--- src/rtl/uart_tx_pkg.sv ---
// ---------------------------------------------------------------------------
// uart_tx_pkg
// Shared definitions for the memory-mapped UART transmitter:
//   - register offsets decoded from Addr[3:2]
//   - transmitter FSM state encoding
//   - CTRL / STATUS bit positions
//   - effDiv(): maps a programmed divisor of 0 onto 1
// ---------------------------------------------------------------------------
package uart_tx_pkg;

    // Register offsets (word index within the device window)
    localparam logic [1:0] REG_CTRL   = 2'd0;
    localparam logic [1:0] REG_DIV    = 2'd1;
    localparam logic [1:0] REG_DATA   = 2'd2;
    localparam logic [1:0] REG_STATUS = 2'd3;

    // CTRL bit positions
    localparam int CTRL_EN = 0;
    localparam int CTRL_IE = 1;

    // STATUS bit positions; FIFO count occupies [8:4]
    localparam int STAT_BUSY    = 0;
    localparam int STAT_FULL    = 1;
    localparam int STAT_EMPTY   = 2;
    localparam int STAT_OVF     = 3;
    localparam int STAT_CNT_LSB = 4;
    localparam int STAT_CNT_MSB = 8;

    typedef enum logic [1:0] {
        ST_IDLE  = 2'd0,
        ST_START = 2'd1,
        ST_DATA  = 2'd2,
        ST_STOP  = 2'd3
    } txState_e;

    // A divisor of zero would never let the baud counter expire; run it as 1.
    function automatic logic [15:0] effDiv(input logic [15:0] div);
        return (div == 16'd0) ? 16'd1 : div;
    endfunction

endpackage

--- src/rtl/tx_fifo.sv ---
// ---------------------------------------------------------------------------
// tx_fifo
// Synchronous byte FIFO for the UART transmitter.
// Ports:
//   clk, reset      - system clock, asynchronous active-high reset
//   push, wrData    - enqueue wrData (ignored when full unless popping too)
//   pop             - dequeue head (ignored when empty)
//   flush           - discard all entries; wins over push/pop
//   rdData          - current head entry (valid when !empty)
//   full, empty     - occupancy flags
//   count           - number of stored entries (0..DEPTH)
// DEPTH must be a power of two in 2..16 so the pointers wrap naturally.
// ---------------------------------------------------------------------------
module tx_fifo #(
    parameter int DEPTH = 4
) (
    input  logic       clk,
    input  logic       reset,
    input  logic       push,
    input  logic       pop,
    input  logic       flush,
    input  logic [7:0] wrData,
    output logic [7:0] rdData,
    output logic       full,
    output logic       empty,
    output logic [4:0] count
);

    localparam int         PTR_W     = $clog2(DEPTH);
    localparam logic [4:0] DEPTH_CNT = 5'(DEPTH);

    logic [7:0]       mem [DEPTH];
    logic [PTR_W-1:0] wrPtr;
    logic [PTR_W-1:0] rdPtr;
    logic [4:0]       cnt;
    logic             doPush;
    logic             doPop;

    assign full   = (cnt == DEPTH_CNT);
    assign empty  = (cnt == 5'd0);
    assign count  = cnt;
    assign rdData = mem[rdPtr];

    // A pop frees a slot in the same cycle, so a push into a full FIFO
    // succeeds when it coincides with a pop.
    assign doPop  = pop & ~empty;
    assign doPush = push & (~full | doPop);

    // NOTE: sequential state uses non-blocking (<=) so every flop samples the
    // pre-edge values regardless of statement order; blocking (=) here would
    // create order-dependent simulation and mismatch the synthesized logic.
    always_ff @(posedge clk or posedge reset) begin
        if (reset) begin
            wrPtr <= '0;
            rdPtr <= '0;
            cnt   <= 5'd0;
        end else if (flush) begin
            wrPtr <= '0;
            rdPtr <= '0;
            cnt   <= 5'd0;
        end else begin
            if (doPush) wrPtr <= wrPtr + 1'b1;
            if (doPop)  rdPtr <= rdPtr + 1'b1;
            cnt <= cnt + 5'(doPush) - 5'(doPop);
        end
    end

    // NOTE: the storage array is deliberately not reset; the pointers and
    // count define which entries are valid, and leaving the data unreset lets
    // it map onto plain RAM/register cells without a reset network.
    always_ff @(posedge clk) begin
        if (doPush) mem[wrPtr] <= wrData;
    end

endmodule

--- src/rtl/uart_tx_dev.sv ---
// ---------------------------------------------------------------------------
// uart_tx_dev
// Memory-mapped 8N1 serial transmitter, a peripheral on the system bridge.
// IRQ is wired to HWInt[2] at the bridge; the bridge provides this device's
// own write/read selects.
// Ports:
//   clk, reset  - system clock, asynchronous active-high reset
//   Addr[31:2]  - word address; only Addr[3:2] is decoded
//   WE          - write enable, already qualified by device select
//   Din         - write data
//   Dout        - read data, combinational from Addr[3:2] and register state
//   IRQ         - level interrupt: IE & EN & FIFO empty & FSM idle, registered
//   tx          - serial output, idle high
// Registers: 0 CTRL {IE,EN}, 1 DIV[15:0], 2 DATA (write pushes byte),
//            3 STATUS {count[8:4], OVF, EMPTY, FULL, BUSY}.
// ---------------------------------------------------------------------------
module uart_tx_dev
    import uart_tx_pkg::*;
#(
    parameter int          FIFO_DEPTH = 4,
    parameter logic [15:0] DIV_RESET  = 16'd16
) (
    input  logic        clk,
    input  logic        reset,
    input  logic [31:2] Addr,
    input  logic        WE,
    input  logic [31:0] Din,
    output logic [31:0] Dout,
    output logic        IRQ,
    output logic        tx
);

    // Register file
    logic        ctrlEn;
    logic        ctrlIe;
    logic        ovf;
    logic [15:0] divReg;

    // Datapath / FSM
    txState_e    state;
    txState_e    stateNext;
    logic [15:0] baudCnt;
    logic [15:0] baudCntNext;
    logic [15:0] baudReload;
    logic [2:0]  bitCnt;
    logic [2:0]  bitCntNext;
    logic [7:0]  shiftReg;
    logic [7:0]  shiftNext;
    logic        txNext;
    logic        bitDone;
    logic        popReq;
    logic        flushReq;

    // FIFO interface
    logic [7:0]  fifoData;
    logic        fifoFull;
    logic        fifoEmpty;
    logic [4:0]  fifoCount;

    // Bus decode
    logic        selCtrlWr;
    logic        selDivWr;
    logic        selDataWr;

    // Upper address and data bits are outside this device's decode.
    logic        unusedBits;
    assign unusedBits = &{1'b0, Addr[31:4], Din[31:16]};

    assign selCtrlWr = WE && (Addr[3:2] == REG_CTRL);
    assign selDivWr  = WE && (Addr[3:2] == REG_DIV);
    assign selDataWr = WE && (Addr[3:2] == REG_DATA);

    tx_fifo #(
        .DEPTH (FIFO_DEPTH)
    ) uFifo (
        .clk    (clk),
        .reset  (reset),
        .push   (selDataWr),
        .pop    (popReq),
        .flush  (flushReq),
        .wrData (Din[7:0]),
        .rdData (fifoData),
        .full   (fifoFull),
        .empty  (fifoEmpty),
        .count  (fifoCount)
    );

    // ------------------------------------------------------------------
    // Register file
    // ------------------------------------------------------------------
    always_ff @(posedge clk or posedge reset) begin
        if (reset) begin
            ctrlEn <= 1'b0;
            ctrlIe <= 1'b0;
            divReg <= DIV_RESET;
            ovf    <= 1'b0;
        end else begin
            if (selCtrlWr) begin
                ctrlEn <= Din[CTRL_EN];
                ctrlIe <= Din[CTRL_IE];
            end
            if (selDivWr) divReg <= Din[15:0];
            // A DATA write is dropped only if the FIFO is full and no pop
            // frees a slot in the same cycle.
            if (selCtrlWr)
                ovf <= 1'b0;
            else if (selDataWr && fifoFull && !popReq)
                ovf <= 1'b1;
        end
    end

    // ------------------------------------------------------------------
    // FSM next-state, baud/bit counters, shifter
    // ------------------------------------------------------------------
    assign baudReload = effDiv(divReg) - 16'd1;
    assign bitDone    = (baudCnt == 16'd0);

    // NOTE: every signal written in this block gets a default first, so no
    // path leaves a value unassigned and no latch is inferred.
    always_comb begin
        stateNext   = state;
        baudCntNext = bitDone ? baudReload : baudCnt - 16'd1;
        bitCntNext  = bitCnt;
        shiftNext   = shiftReg;
        popReq      = 1'b0;
        flushReq    = 1'b0;

        if (state != ST_IDLE && !ctrlEn) begin
            // EN cleared mid-frame: abandon the frame and drop queued bytes.
            stateNext = ST_IDLE;
            flushReq  = 1'b1;
        end else begin
            unique case (state)
                ST_IDLE: begin
                    if (ctrlEn && !fifoEmpty) begin
                        popReq    = 1'b1;
                        shiftNext = fifoData;
                        stateNext = ST_START;
                    end
                end
                ST_START: begin
                    if (bitDone) stateNext = ST_DATA;
                end
                ST_DATA: begin
                    if (bitDone) begin
                        shiftNext  = {1'b0, shiftReg[7:1]};
                        bitCntNext = bitCnt + 3'd1;
                        if (bitCnt == 3'd7) stateNext = ST_STOP;
                    end
                end
                ST_STOP: begin
                    if (bitDone) begin
                        if (!fifoEmpty) begin
                            // Back-to-back: next start bit follows immediately.
                            popReq    = 1'b1;
                            shiftNext = fifoData;
                            stateNext = ST_START;
                        end else begin
                            stateNext = ST_IDLE;
                        end
                    end
                end
                default: stateNext = ST_IDLE;
            endcase
        end

        // Both counters restart on every state change; the divisor is thus
        // re-sampled at each bit boundary.
        if (stateNext != state) begin
            baudCntNext = baudReload;
            bitCntNext  = 3'd0;
        end

        // tx is registered from the next state to keep the line glitch-free.
        unique case (stateNext)
            ST_START: txNext = 1'b0;
            ST_DATA:  txNext = shiftNext[0];
            default:  txNext = 1'b1;
        endcase
    end

    always_ff @(posedge clk or posedge reset) begin
        if (reset) begin
            state    <= ST_IDLE;
            baudCnt  <= 16'd0;
            bitCnt   <= 3'd0;
            shiftReg <= 8'd0;
            tx       <= 1'b1;
            IRQ      <= 1'b0;
        end else begin
            state    <= stateNext;
            baudCnt  <= baudCntNext;
            bitCnt   <= bitCntNext;
            shiftReg <= shiftNext;
            tx       <= txNext;
            IRQ      <= ctrlIe & ctrlEn & fifoEmpty & (state == ST_IDLE);
        end
    end

    // ------------------------------------------------------------------
    // Read mux
    // ------------------------------------------------------------------
    always_comb begin
        Dout = 32'd0;
        unique case (Addr[3:2])
            REG_CTRL: begin
                Dout[CTRL_EN] = ctrlEn;
                Dout[CTRL_IE] = ctrlIe;
            end
            REG_DIV:  Dout[15:0] = divReg;
            REG_DATA: Dout = 32'd0;
            REG_STATUS: begin
                Dout[STAT_BUSY]                  = (state != ST_IDLE);
                Dout[STAT_FULL]                  = fifoFull;
                Dout[STAT_EMPTY]                 = fifoEmpty;
                Dout[STAT_OVF]                   = ovf;
                Dout[STAT_CNT_MSB:STAT_CNT_LSB]  = fifoCount;
            end
            default: Dout = 32'd0;
        endcase
    end

endmodule

--- config.mk ---
export PLATFORM = sky130hd
export DESIGN_NAME = uart_tx_dev
export DESIGN_NICKNAME = d
export VERILOG_FILES = /design/src/rtl/uart_tx_pkg.sv /design/src/rtl/tx_fifo.sv /design/src/rtl/uart_tx_dev.sv
export SDC_FILE = /design/constraint.sdc
export NUM_CORES = 1
export LEC_CHECK = 0
export CORE_UTILIZATION = 35
export CTS_CLUSTER_SIZE = 28
export DETAILED_ROUTE_END_ITERATION = 8
export GPL_TIMING_DRIVEN = 0
export PLACE_DENSITY = 0.55
export SETUP_SLACK_MARGIN = 0.3
export SLEW_MARGIN = 40
export SYNTH_ARGS = -nofsm -noshare
export SYNTH_HDL_FRONTEND = slang
export SYNTH_SLANG_ARGS = --single-unit
--- constraint.sdc ---
create_clock -name clk -period 4.17 [get_ports clk]
set_clock_uncertainty 0.05 [all_clocks]
set_input_delay 0.834 -clock clk [delete_from_list [all_inputs] [get_ports clk]]
set_output_delay 0.834 -clock clk [all_outputs]
set_load 0.01 [all_outputs]
# Word level (Yosys, flattened, before mapping)
# Memories as Yosys holds them, arrays and structs flattened.
# Cells that the tools add are included.
# W data, S select, Z words.
# totals
register_bits,59
mem_bits_rw,32
inputBits,65
output_inout_bits,34
elab_cells,111
n_memories,1
# classes
add_sub_neg,7
n_eq_ne,16
mux,40
bitwise_logic,9
reduce_logical,24
# memory_table
name,words,word_bits,read_ports,rd_ports_with_merged_regs,wr,line,rtl
uFifo.mem,4,8,1,0,1,tx_fifo.sv:32,logic [7:0] mem [DEPTH];
# ops
op,count
$mux W16,3
$logic_not A16 Y1,2
$mux W8,4
$sub A16 B1 Y16 const B,2
$pmux W8 S3,1
$mux W2,10
$pmux W2 S4,2
$pmux W7 S2,1
$mux W3,4
$reduce_bool A2 Y1,6
$mux W1,11
$eq A2 B2 Y1 const B,5
$ne A2 B2 Y1 const B,4
$logic_and A1 B1 Y1,7
$mux W7,1
$eq A2 B1 Y1 const B,3
$reduce_and A6 Y1,1
$add A5 B1 Y5,1
$and A1 B1 Y1,5
$eq A5 B3 Y1 const B,1
$logic_not A5 Y1,1
$mux W5,1
$sub A5 B1 Y5,1
$add A2 B1 Y2 const B,2
other kinds (11),17

# Longest topological paths before layout
# Gate-level depths: netlist of run 1.
# depth
ltp_word,12
mapped_depth,16
depth_no_buf,15

# Modules after synthesis
# Synthesis of run 1 repeated with hierarchy kept, for this count alone.
# unflattened
hier_cells,440
area_unflattened_um2,5074.9
# modules_own_cells
module,instances,cells_per_inst,area_each_um2,seq_area_each_um2
uart_tx_dev,1,328,3256.9,1253.7
tx_fifo,1,112,1818.0,1186.1

# Worst setup path before layout of run 1
# Ideal clock, no wire load.
# synth_timing
kind,flip-flop to flip-flop
from,register baudCnt[0]
to,register uFifo.cnt[4] (netlist: uFifo.count[4])
setup_ns,0.078
arrival_ns,2.881
required_ns,4.042
setup_slack_ns,1.161
path_stages_with_launch,16
n_path_buf,0
period_less_slack_ns,3.009
path_cell_list,dfrtp_1 > inv_1 > ha_1 > nor3b_2 > nand4_2 > o21a_1 > or3_1 > xnor2_1 > ha_1 > inv_1 > fa_1 > inv_1 > a21oi_1 > nor2_1 > or3_1 > a21oi_1
# synth_between
elab_chain_cells,10
# synth_lines
item,line,rtl
"start, declared",uart_tx_dev.sv:42,logic [15:0] baudCnt;
"start signal, assigned",uart_tx_dev.sv:192,baudCnt <= baudCntNext;
$logic_not A16 Y1 *,uart_tx_dev.sv:116,assign bitDone = (baudCnt == 16'd0);
$mux W1 *,uart_tx_dev.sv:152,if (bitDone) begin
$pmux W1 S2 *,uart_tx_dev.sv:133,unique case (state)
$mux W1 *,uart_tx_dev.sv:128,if (state != ST_IDLE && !ctrlEn) begin
$and A1 B1 Y1 *,tx_fifo.sv:46,assign doPop = pop & ~empty;
$or A1 B1 Y1,tx_fifo.sv:47,assign doPush = push & (~full | doPop);
$and A1 B1 Y1,tx_fifo.sv:47,
$add A5 B1 Y5,tx_fifo.sv:64,cnt <= cnt + 5'(doPush) - 5'(doPop);
$sub A5 B1 Y5 *,tx_fifo.sv:64,
$mux W5 *,tx_fifo.sv:57,end else if (flush) begin
"end signal, assigned",tx_fifo.sv:64,
"end, declared",tx_fifo.sv:35,logic [4:0] cnt;
# Mark *: on every way between the ends. The rest lies on a longest branch, timed or not.
# A chain may end at the register's enable or synchronous reset.

# Final worst setup path of run 1
# layout_timing
from,input Addr[2] (netlist name)
to,output Dout[0]
# layout_between
elab_chain_cells,2
elab_cells_between_ends,5
cone_classes,eq/ne: 3; mux: 1; reduce/logical: 1
# layout_lines
item,line,rtl
"start, declared",uart_tx_dev.sv:25,"input logic [31:2] Addr,"
"$eq A2 B2 Y1, or another cell as far along",uart_tx_dev.sv:205,unique case (Addr[3:2])
$pmux W2 S4 *,uart_tx_dev.sv:205,
"end, declared",uart_tx_dev.sv:28,"output logic [31:0] Dout,"
# Marked as above.

==> qor.yml, run 1 <==
status:
  outcome: "complete, no violations"
placement:
  hpwl_mm: 8.31
  dp_worst_setup_slack_ns: 0.256
  gp_congestion: 0.816
  portBuffers: 38
timing:
  slew_viol_final: 0
  slew_headroom: 0.527
  finalSetupViolCount: 0
  grt_setup_unrepaired: "no"
  timing.final.ws_setup_ns: 0.526
  hold_viol_final: 0
  timing.fmax_ghz: 0.274
  layout_min_cycle_time_ns: 3.64
  fin_tns_setup_ns: 0
  worst_slew_pin_slew_ns: 0.709
  finalCritPeriodShare: 0.874
  hold_ws_ns: 0.457
clock_network:
  h-tree-depth: 3
  cts_buffer_depth: 2
  cts_root_buf: "clkbuf_16"
  cts_setup_buffers: 0
  postCtsResizedCells: 1
  clk_pin_slew_ns: 0.06
  cts_made_buffers: 9
  cts.sinks: 91
  clkLatencyLatePin_ns: 0.34
  cts_hold_buf: 0
  cts_tree: "done"
die:
  die_h_um: 123
  die_area_um2: 15200
  rows: 43
  fp.dieW_um: 123
  core_um2: 14100
  num_io_pins: 99
  start_util: 0.364
finish:
  nNetsFinal: 604
  syn_to_final_growth_pct: 19.4
  antenna_cells: 0
  final_util: 0.435
  drive_above_1_share: 0.164
critical_path:
  crit_path_end_kind: "output pin"
  cp_data_required_time_ns: 3.29
  start_kind: "primary input"
  crit_slowest_cell: "clkdlybuf4s50_1"
  worstPathArrival_ns: 2.76
  critical_path.cell_chain: "clkdlybuf4s50_1 > clkbuf_1 > nand2_1 > o22ai_1 > clkdlybuf4s50_1"
  crit_type: "primary input to output pin"
  cpPeakStageDelay_ns: 0.59
  crit_fanout: 10
  cp_common_cell: "clkdlybuf4s50_1"
drt:
  route.detailed.drc: 0
  vias: 3530
  routedWlPerCell_um: 16.1
  drtPass1Iterations: 4
  drtIter0Drc: 139
  via_per_inst: 5.01
  totalWireLength_mm: 11.4
  final_antenna_net_count: 0
logic_synthesis:
  synth-compound-area-share: 0.0915
  synthSimpleGateAreaFrac: 0.162
  synthXorXnorAreaFrac: 0.0492
  async_reset_ff_frac: 0.648
  ys_top_cells_by_count: "dfrtp_1 (57), edfxtp_1 (32), nor2_1 (29)"
  syn_area_um2: 5160
  syn_avg_cell_area_um2: 11.3
  synth_cell_types: 62
  yosysMostFrequentCell: "dfrtp_1"
  yosys.area.top_type: "dfrtp_1"
  synth-adder-area-share: 0.0475
  seq_area_frac_synth: 0.473
  yosysTopAreaCellShare: 0.277
  synthMuxAreaShare: 0.115
  synth_top_cells_by_area: "dfrtp_1 (28%), edfxtp_1 (19%), ha_1 (4.4%)"
  ys_seq_elements: 91
  yosysWarnings: 0
  synth_flop_cell: "dfrtp_1"
  synth_top_family_by_area: "simple AND/OR/NAND/NOR gates"
  synthCells: 455
  synth_edf_count: 32
pwr:
  p_comb_frac: 0.406
  switchingPower_mw: 1.40
  pwr_density_cell_nw_per_um2: 611
  p_clk_frac: 0.219
  leakagePower_nw: 2.50
  seqPwrFrac: 0.375
  vdd_drop_max_mv: 0.369
  intPower_mw: 2.36
  sw_frac_of_total: 0.372
global_routing:
  overflow: 0
  antenna_found_initial: 0
  grt_max_degree: 38
  grt_pass1_wl_mm: 18.7
  grtUsageTotal: 0.165
  grt_pass1_vias: 3545
job:
  cap_violations: 0
hold_path:
  min_path_type: "flop to flop"
==> critical path: cells and delay by family <==
family          cells  cell delay [ns]
buf+inv             3             1.48
compound gates      1             0.27
simple gates        1             0.17
==> registers in the layout, indices dropped and copies added (netlist names) <==
register,flops
IRQ,1
baudCnt,16
bitCnt,3
ctrlEn,1
ctrlIe,1
divReg,16
ovf,1
shiftReg,8
state,2
tx,1
uFifo.count,5
uFifo.mem,32
uFifo.rdPtr,2
uFifo.wrPtr,2
==> metrics by stage <==
step                      total power, mW  area (µm²)  cells
final                                3.76        6160    705
after global routing                 4.05        6160    705
after CTS                            3.79        6150    705
after detailed placement             2.95        5850    689
after global placement               2.91        5820    688
after floorplan                      2.53        5210    470
==> area by class of cell <==
type	instances	area (µm²)
Fill cell	1362	7990
Inverter	23	88.8
Sequential cell	91	2440
Timing Repair Buffer	39	400
Tap cell	180	225
Multi-Input combinational cell	319	2470
Buffer	37	229
Clock inverter	7	75.1
Clock buffer	9	225
==> power groups by stage <==
stage / Combinational, mW / Clock (mW) / Sequential, mW
global placement: 1.49 / 0 / 1.42
detailed placement: 1.52 / 0 / 1.42
floorplan: 1.16 / 0 / 1.37
CTS: 1.53 / 0.850 / 1.41
global route: 1.71 / 0.883 / 1.45
finish: 1.53 / 0.824 / 1.41
==> worst paths after layout <==
| path | from | to | slack (ns) | cells past startpoint |
|---|---|---|---|---|
| hold reg to reg | ovf | ovf | 0.46 | 2 |
| setup reg to reg | baudCnt[0] | uFifo.count[4] | 0.63 | 15 |
| min in group asynchronous | reset | baudCnt[11] | 0.76 | 2 |
| max in group asynchronous | reset | divReg[4] | 2.73 | 3 |
| hold / removal | ovf | ovf | 0.46 | 2 |
| setup / recovery | Addr[2] | Dout[0] | 0.53 | 5 |
==> cells by family (layout without fill, tap and decap cells) <==
kind of cell	Yosys count	after routing
other cells	1	16
simple gates	142	142
mux	47	47
compound gates	66	66
fa+ha+maj	19	19
buf+inv	60	115
flops	91	91
xor+xnor	29	29
==> metal layers <==
| metal | wire, µm | global-route usage | part of all wire |
|---|---|---|---|
| met3 | 468 | 0.0327 | 0.041 |
| met1 | 5540 | 0.230 | 0.49 |
| met5 | 0 | 0 | 0 |
| met2 | 5270 | 0.256 | 0.46 |
| met4 | 98 | 0.0565 | 0.0086 |
==> cells in the final DEF (no fill, tap or decap), drive strengths merged, types with 3 or more instances in the layout <==
cell type / instances
dfrtp: 57
clkdlybuf4s50: 38
edfxtp: 32
nor2: 29
nand2: 25
inv: 25
buf: 25
clkbuf: 22
mux2: 20
mux2i: 19
ha: 18
xnor2: 17
conb: 16
and2: 16
a21oi: 16
nor3: 14
o21ai: 13
xor2: 12
nor2b: 10
or3: 9
mux4: 8
nor4: 8
o32a: 7
a22o: 6
nor3b: 6
nand3: 5
nand2b: 4
clkinv: 4
o211ai: 3
and3: 3
nand4: 3
o31ai: 3
No activity file was read; power rests on OpenSTA's default activity.
==> run 2, diff against run 1 <==
--- a/config.mk
+++ b/config.mk
@@ -5,11 +5,12 @@
 export SDC_FILE = /design/constraint.sdc
 export NUM_CORES = 1
 export LEC_CHECK = 0
+export ABC_AREA = 1
 export CORE_UTILIZATION = 35
 export CTS_CLUSTER_SIZE = 28
 export DETAILED_ROUTE_END_ITERATION = 8
 export GPL_TIMING_DRIVEN = 0
-export PLACE_DENSITY = 0.55
+export PLACE_DENSITY = 0.54
 export SETUP_SLACK_MARGIN = 0.3
 export SLEW_MARGIN = 40
 export SYNTH_ARGS = -nofsm -noshare
==> qor.yml, run 2 <==
drt:
  final_antenna_net_count: 0  # unchanged
  via_per_inst: 4.91  # -1.9%
  drtIter0Drc: 340  # +140%
  vias: 4414  # +25%
  drtPass1Iterations: 7  # +3
  routedWlPerCell_um: 14.7  # -8.7%
  totalWireLength_mm: 13.2  # +16%
  route.detailed.drc: 5  # +5
logic_synthesis:
  synth_cell_types: 47  # -24%
  synth_edf_count: 32  # unchanged
  synthCells: 645  # +42%
  syn_avg_cell_area_um2: 8.28  # -27%
  syn_area_um2: 5340  # +3.6%
  async_reset_ff_frac: 0.648  # unchanged
  ys_top_cells_by_count: "nand2_1 (151), nor2_1 (81), inv_1 (65)"
  yosys.area.top_type: "dfrtp_1"
  ys_seq_elements: 91  # unchanged
  yosysMostFrequentCell: "nand2_1"
  yosysWarnings: 0  # unchanged
  synth_top_cells_by_area: "dfrtp_1 (27%), edfxtp_1 (18%), nand2_1 (11%)"
  seq_area_frac_synth: 0.457  # -0.0163
  synth_flop_cell: "dfrtp_1"
  yosysTopAreaCellShare: 0.267  # -0.00952
clock_network:
  cts_root_buf: "clkbuf_16"
  cts.sinks: 91  # unchanged
  h-tree-depth: 3  # unchanged
  cts_buffer_depth: 2  # unchanged
  cts_made_buffers: 9  # unchanged
  cts_tree: "done"
  clk_pin_slew_ns: 0.07  # about the same
  clkLatencyLatePin_ns: 0.36  # +0.02 ns
finish:
  design_area_um2: 6350  # +3.2%
  reg.largest.list: "uFifo.mem (32), baudCnt (16), divReg (16)"
  num-fill-cells: 1455  # +6.8%
  final_cell_mix: "nand2_1 (151), nor2_1 (79), inv_1 (64)"
  layout_commonest_cell: "nand2_1"
  largest_reg_flops: 32  # unchanged
  drive_above_1_share: 0.115  # -0.0491
  largest_register: "uFifo.mem"
  syn_to_final_growth_pct: 19.0
  antenna_cells: 0  # unchanged
  nNetsFinal: 794  # +31%
die:
  die_h_um: 126  # +1.7%
  start_util: 0.363  # -0.00111
  die_area_um2: 15800  # +3.5%
  core_um2: 14700  # +3.9%
  fp.dieW_um: 126  # +1.7%
  rows: 44  # +2.3%
  num_io_pins: 99  # unchanged
pwr:
  leakagePower_nw: 2.88  # +15%
  vdd_drop_max_mv: 0.312  # -15%
  pwr_density_cell_nw_per_um2: 639  # +4.6%
  switchingPower_mw: 1.74  # +25%
  intPower_mw: 2.31  # -1.9%
  p_clk_frac: 0.220  # about the same
  seqPwrFrac: 0.330  # -0.045
  sw_frac_of_total: 0.430  # +0.0575
  p_comb_frac: 0.450  # +0.044
critical_path:
  r2r_setup_slack_ns: 0.75  # +0.12 ns
  start_kind: "primary input"
  cpPeakStageDelay_ns: 0.58  # about the same
  r2r-start: "state[0]"
  worstPathArrival_ns: 2.78  # +0.02 ns
  crit_family: "buffers and inverters"
  reg2reg_to: "uFifo.count[4]"
  cp_data_required_time_ns: 3.29  # about the same
  crit_path_end_kind: "output pin"
  r2r_cells: 16  # +1
  crit_fanout: 10  # unchanged
  crit_slowest_cell: "clkdlybuf4s50_1"
  path_buf_inv: 5  # +2
  crit_type: "primary input to output pin"
  critical_path.cell_chain: "clkdlybuf4s50_1 > inv_1 > nor2_1 > inv_1 > clkbuf_2 > o22ai_1 > clkdlybuf4s50_1"
  critPathLaunch: "Addr[2]"
timing:
  slew_headroom: 0.484  # -0.0435
  timing.fmax_ghz: 0.273  # -0.53%
  hold_viol_final: 0  # unchanged
  finalCritPeriodShare: 0.879  # +0.00465
  fin_tns_setup_ns: 0  # unchanged
  grt_setup_unrepaired: "no"
  layout_min_cycle_time_ns: 3.66  # +0.0194 ns
  slew_viol_final: 0  # unchanged
  worst_slew_pin_slew_ns: 0.771  # +0.0624 ns
  hold_ws_ns: 0.442  # -0.0148 ns
  finalSetupViolCount: 0  # unchanged
global_routing:
  grt_pass1_vias: 4226  # +19%
  grt_pass1_wl_mm: 21.8  # +16%
  overflow: 0  # unchanged
  antenna_found_initial: 0  # unchanged
  grtUsageTotal: 0.178  # +0.0128
  grt_max_degree: 34  # -11%
placement:
  placedInstanceArea_um2: 6030  # +3.1%
  hpwl_mm: 9.81  # +18%
  portBuffers: 38  # unchanged
  gp_congestion: 0.816  # about the same
job:
  cap_violations: 0  # unchanged
hold_path:
  hold_depth: 2  # unchanged
  holdPathEnd: "shiftReg[6]"
  worstHoldStart: "shiftReg[6]"
  min_path_type: "flop to flop"
status:
  violations: "design-rule violations"
  outcome: "finished, violations left"
run 2: worst max path at each step:
stage,end,slack (ns),depth (start not counted)
global placement,Dout[7],0.47,7
global route,Dout[4],0.32,7
finish,Dout[5],0.51,7
floorplan,uFifo.count[4],1.31,20
detailed placement,Dout[4],0.48,7
CTS,Dout[4],0.46,7
run 2: what timing repair did:
item                                    4_1_cts  5_1_grt
buffers inserted                              0        0
endpoints found under the setup margin        0        3
gates resized for setup                       0        2
hold buffers                                  0        0
run 2: area by class of cell:
class                           instances  area [µm²]  area share
Sequential cell                        91        2440       0.384
Clock buffer                            9         225      0.0354
Tap cell                              184         230      0.0362
Timing Repair Buffer                   39         400      0.0630
Buffer                                 31         203      0.0319
Inverter                               70         268      0.0421
Clock inverter                          7        92.6      0.0146
Multi-Input combinational cell        468        2500       0.393
run 2: logic make-up after synthesis:
family                     after synthesis  synth area share
adders and majority gates               19            0.0459
and+or+nand+nor                        321             0.271
buffers and inverters                  101            0.0874
DFF                                     91             0.457
other                                    1          0.000702
AOI/OAI and AO/OA                       85            0.0935
muxes                                    2           0.00422
xor gates and xnor gates                25            0.0410
run 2: per-stage QoR:
| stage | utilization | setup WS (ns) | std cells | total power, mW |
|---|---|---|---|---|
| 2_1_floorplan | - | 1.31 | 660 | 2.67 |
| 3_3_place_gp | 0.409 | 0.472 | 882 | 3.12 |
| 3_5_place_dp | 0.410 | 0.480 | 883 | 3.17 |
| 4_1_cts | 0.432 | 0.465 | 899 | 4.07 |
| 5_1_grt | 0.432 | 0.317 | 899 | 4.36 |
| 6_report | 0.432 | 0.506 | 899 | 4.06 |
run 2: power groups by stage:
stage / combinational [mW] / sequential (mW) / clock [mW]
global route: 2.05 / 1.37 / 0.941
detailed placement: 1.82 / 1.35 / 0
floorplan: 1.37 / 1.30 / 0
CTS: 1.83 / 1.34 / 0.909
global placement: 1.77 / 1.35 / 0
finish: 1.83 / 1.34 / 0.893
run 2: layer usage:
metal  up-vias  wire length [µm]  global-route usage
li1       2197                 -                   -
met1      2080              6360               0.244
met2       121              5970               0.281
met3        16               660              0.0265
met4         0               250              0.0746
met5         -                 0                   0
run 2: worst min-delay path, delay by kind of cell (launching register included):
family           cells  cell delay, ns
AO/OA/AOI/OAI        1            0.06
flip-flops           1            0.35
AND/OR/NAND/NOR      1            0.05
==> run 3, diff against run 2 <==
--- a/config.mk
+++ b/config.mk
@@ -6,11 +6,11 @@
 export NUM_CORES = 1
 export LEC_CHECK = 0
 export ABC_AREA = 1
-export CORE_UTILIZATION = 35
+export CORE_UTILIZATION = 45
 export CTS_CLUSTER_SIZE = 28
 export DETAILED_ROUTE_END_ITERATION = 8
 export GPL_TIMING_DRIVEN = 0
-export PLACE_DENSITY = 0.54
+export PLACE_DENSITY = 0.67
 export SETUP_SLACK_MARGIN = 0.3
 export SLEW_MARGIN = 40
 export SYNTH_ARGS = -nofsm -noshare
==> qor.yml, run 3 (synthesis results as in run 2) <==
status:
  outcome: "finished, violations left"
  violations: "design-rule violations"
die:
  core_um2: 11500  # -22%
  num_io_pins: 99  # unchanged
  die_area_um2: 12300  # -22%
  die_h_um: 111  # -12%
  start_util: 0.464  # +0.100
  fp.dieW_um: 111  # -12%
  rows: 39  # -11%
clock_network:
  cts.sinks: 91  # unchanged
  cts_buffer_depth: 2  # unchanged
  cts_tree: "done"
  clkLatencyLatePin_ns: 0.35  # about the same
  h-tree-depth: 3  # unchanged
  clk_pin_slew_ns: 0.07  # about the same
  cts_root_buf: "clkbuf_16"
  cts_hold_buf: 0  # unchanged
  cts_made_buffers: 9  # unchanged
finish:
  reg.largest.list: "uFifo.mem (32), baudCnt (16), divReg (16)"
  largest_register: "uFifo.mem"
  num-fill-cells: 1106  # -24%
  syn_to_final_growth_pct: 17.8
  antenna_cells: 0  # unchanged
  layout_commonest_cell: "nand2_1"
  drive_above_1_share: 0.112  # -0.00280
  final_cell_mix: "nand2_1 (151), nor2_1 (80), inv_1 (64)"
  largest_reg_flops: 32  # unchanged
  nNetsFinal: 794  # unchanged
drt:
  vias: 4345  # -1.6%
  route.detailed.drc: 7  # +2
  wl_met1_mm: 5.81  # -8.7%
  drtIter0Drc: 265  # -22%
  top_layer: "met4"
  drtPass1Iterations: 7  # unchanged
  routedWlPerCell_um: 14.2  # -3.4%
  final_antenna_net_count: 0  # unchanged
  totalWireLength_mm: 12.2  # -7.8%
  via_per_inst: 5.06  # +3.1%
  dr_wl_met3_um: 465  # -30%
  wl_met2_mm: 5.76  # -3.5%
timing:
  grt_setup_unrepaired: "no"
  layout_min_cycle_time_ns: 3.64  # -0.0221 ns
  hold_viol_final: 0  # unchanged
  timing.fmax_ghz: 0.275  # +0.61%
  fin_tns_setup_ns: 0  # unchanged
  worst_slew_pin_slew_ns: 0.742  # -0.0290 ns
  slew_viol_final: 0  # unchanged
  finalSetupViolCount: 0  # unchanged
  finalCritPeriodShare: 0.873  # -0.00529
  slew_headroom: 0.503  # +0.0194
critical_path:
  crit_path_end_kind: "output pin"
  crit_family: "buffers and inverters"
  crit_slowest_cell: "clkdlybuf4s50_1"
  r2r_setup_slack_ns: 0.87  # +0.12 ns
  r2r-start: "baudCnt[0]"
  cpPeakStageDelay_ns: 0.57  # about the same
  cp_data_required_time_ns: 3.29  # about the same
  path_buf_inv: 5  # unchanged
  crit_fanout: 10  # unchanged
  critPathLaunch: "Addr[2]"
  worstPathArrival_ns: 2.76  # -0.02 ns
  critical_path.cell_chain: "clkdlybuf4s50_1 > inv_1 > nor2_2 > inv_1 > clkbuf_1 > o22ai_1 > clkdlybuf4s50_1"
  start_kind: "primary input"
  crit_type: "primary input to output pin"
pwr:
  pwr_density_cell_nw_per_um2: 630  # -1.3%
  vdd_drop_max_mv: 0.274  # -12%
  total_power_mw: 3.97  # -2.3%
  leakagePower_nw: 2.87  # -0.26%
global_routing:
  grt_pass1_vias: 4312  # +2.0%
  antenna_found_initial: 0  # unchanged
  grt_pass1_wl_mm: 20.6  # -5.5%
  grt_max_degree: 39  # +15%
  overflow: 0  # unchanged
  grtUsageTotal: 0.212  # +0.0338
job:
  cap_violations: 0  # unchanged
placement:
  gp_congestion: 0.908  # +11%
  portBuffers: 38  # unchanged
  hpwl_mm: 9.16  # -6.7%
hold_path:
  worstHoldStart: "divReg[0]"
  min_path_type: "flop to flop"
## run 3: cell types whose count changed in the layout (fill, tap and decap cells not counted)
cell       delta
clkinv_4      +1
clkinv_8      +2
clkbuf_2      -1
clkbuf_1      +1
inv_6         -2
bufinv_16     -1
nor2_1        +1
nor2_2        -1
## run 3: per-layer routing
metal  GRT usage  vias to the layer above
met5           0                        -
met4      0.0731                        0
met3      0.0323                       16
met2       0.349                       99
met1       0.285                     2032
li1            -                     2198
## run 3: report_power, final
group	leakage, nW	internal, mW	switching (mW)	total (mW)
logic	1.71	0.678	1.12	1.79
registers	1.01	1.15	0.180	1.33
clock network	0.153	0.433	0.408	0.841
## run 3: cell type report
| cell class | instances | area [µm²] | share of cell area |
|---|---|---|---|
| timing repair buffer | 39 | 400 | 0.0636 |
| clock buffer | 9 | 225 | 0.0358 |
| buffer | 31 | 201 | 0.0320 |
| sequential | 91 | 2440 | 0.388 |
| inverter | 70 | 268 | 0.0425 |
| clock inverter | 7 | 86.3 | 0.0137 |
| multi-input combinational | 468 | 2490 | 0.396 |
| tap | 143 | 179 | 0.0284 |
## run 3: timing repair
action / 4_1_cts / 5_1_grt
resized for setup: 0 / 1
setup buffers: 0 / 0
setup endpoints to repair: 0 / 3
## run 3: worst paths after layout
check                            endpoint  depth (start not counted)
max in group asynchronous       divReg[4]                          3
min in group asynchronous        state[0]                          2
hold reg to reg                 divReg[0]                          2
setup / recovery                  Dout[4]                          7
setup reg to reg           uFifo.count[4]                         20
hold / removal                  divReg[0]                          2
## run 3: per-stage QoR
step | instance area [µm²] | cells | setup WS (ns) | hold WS, ns | util
after floorplan | 5400 | 660 | 1.31 | 0.394 | -
after global placement | 5960 | 841 | 0.519 | 0.419 | 0.517
after detailed placement | 5980 | 842 | 0.485 | 0.423 | 0.519
after CTS | 6290 | 858 | 0.468 | 0.441 | 0.546
after global routing | 6290 | 858 | 0.335 | 0.457 | 0.547
final | 6290 | 858 | 0.528 | 0.439 | 0.547
## run 3: tightest hold or removal path, stage by stage, from the launching register on
cell     delay (ns)
dfrtp_1        0.35
nand2_1        0.05
o21ai_0        0.06
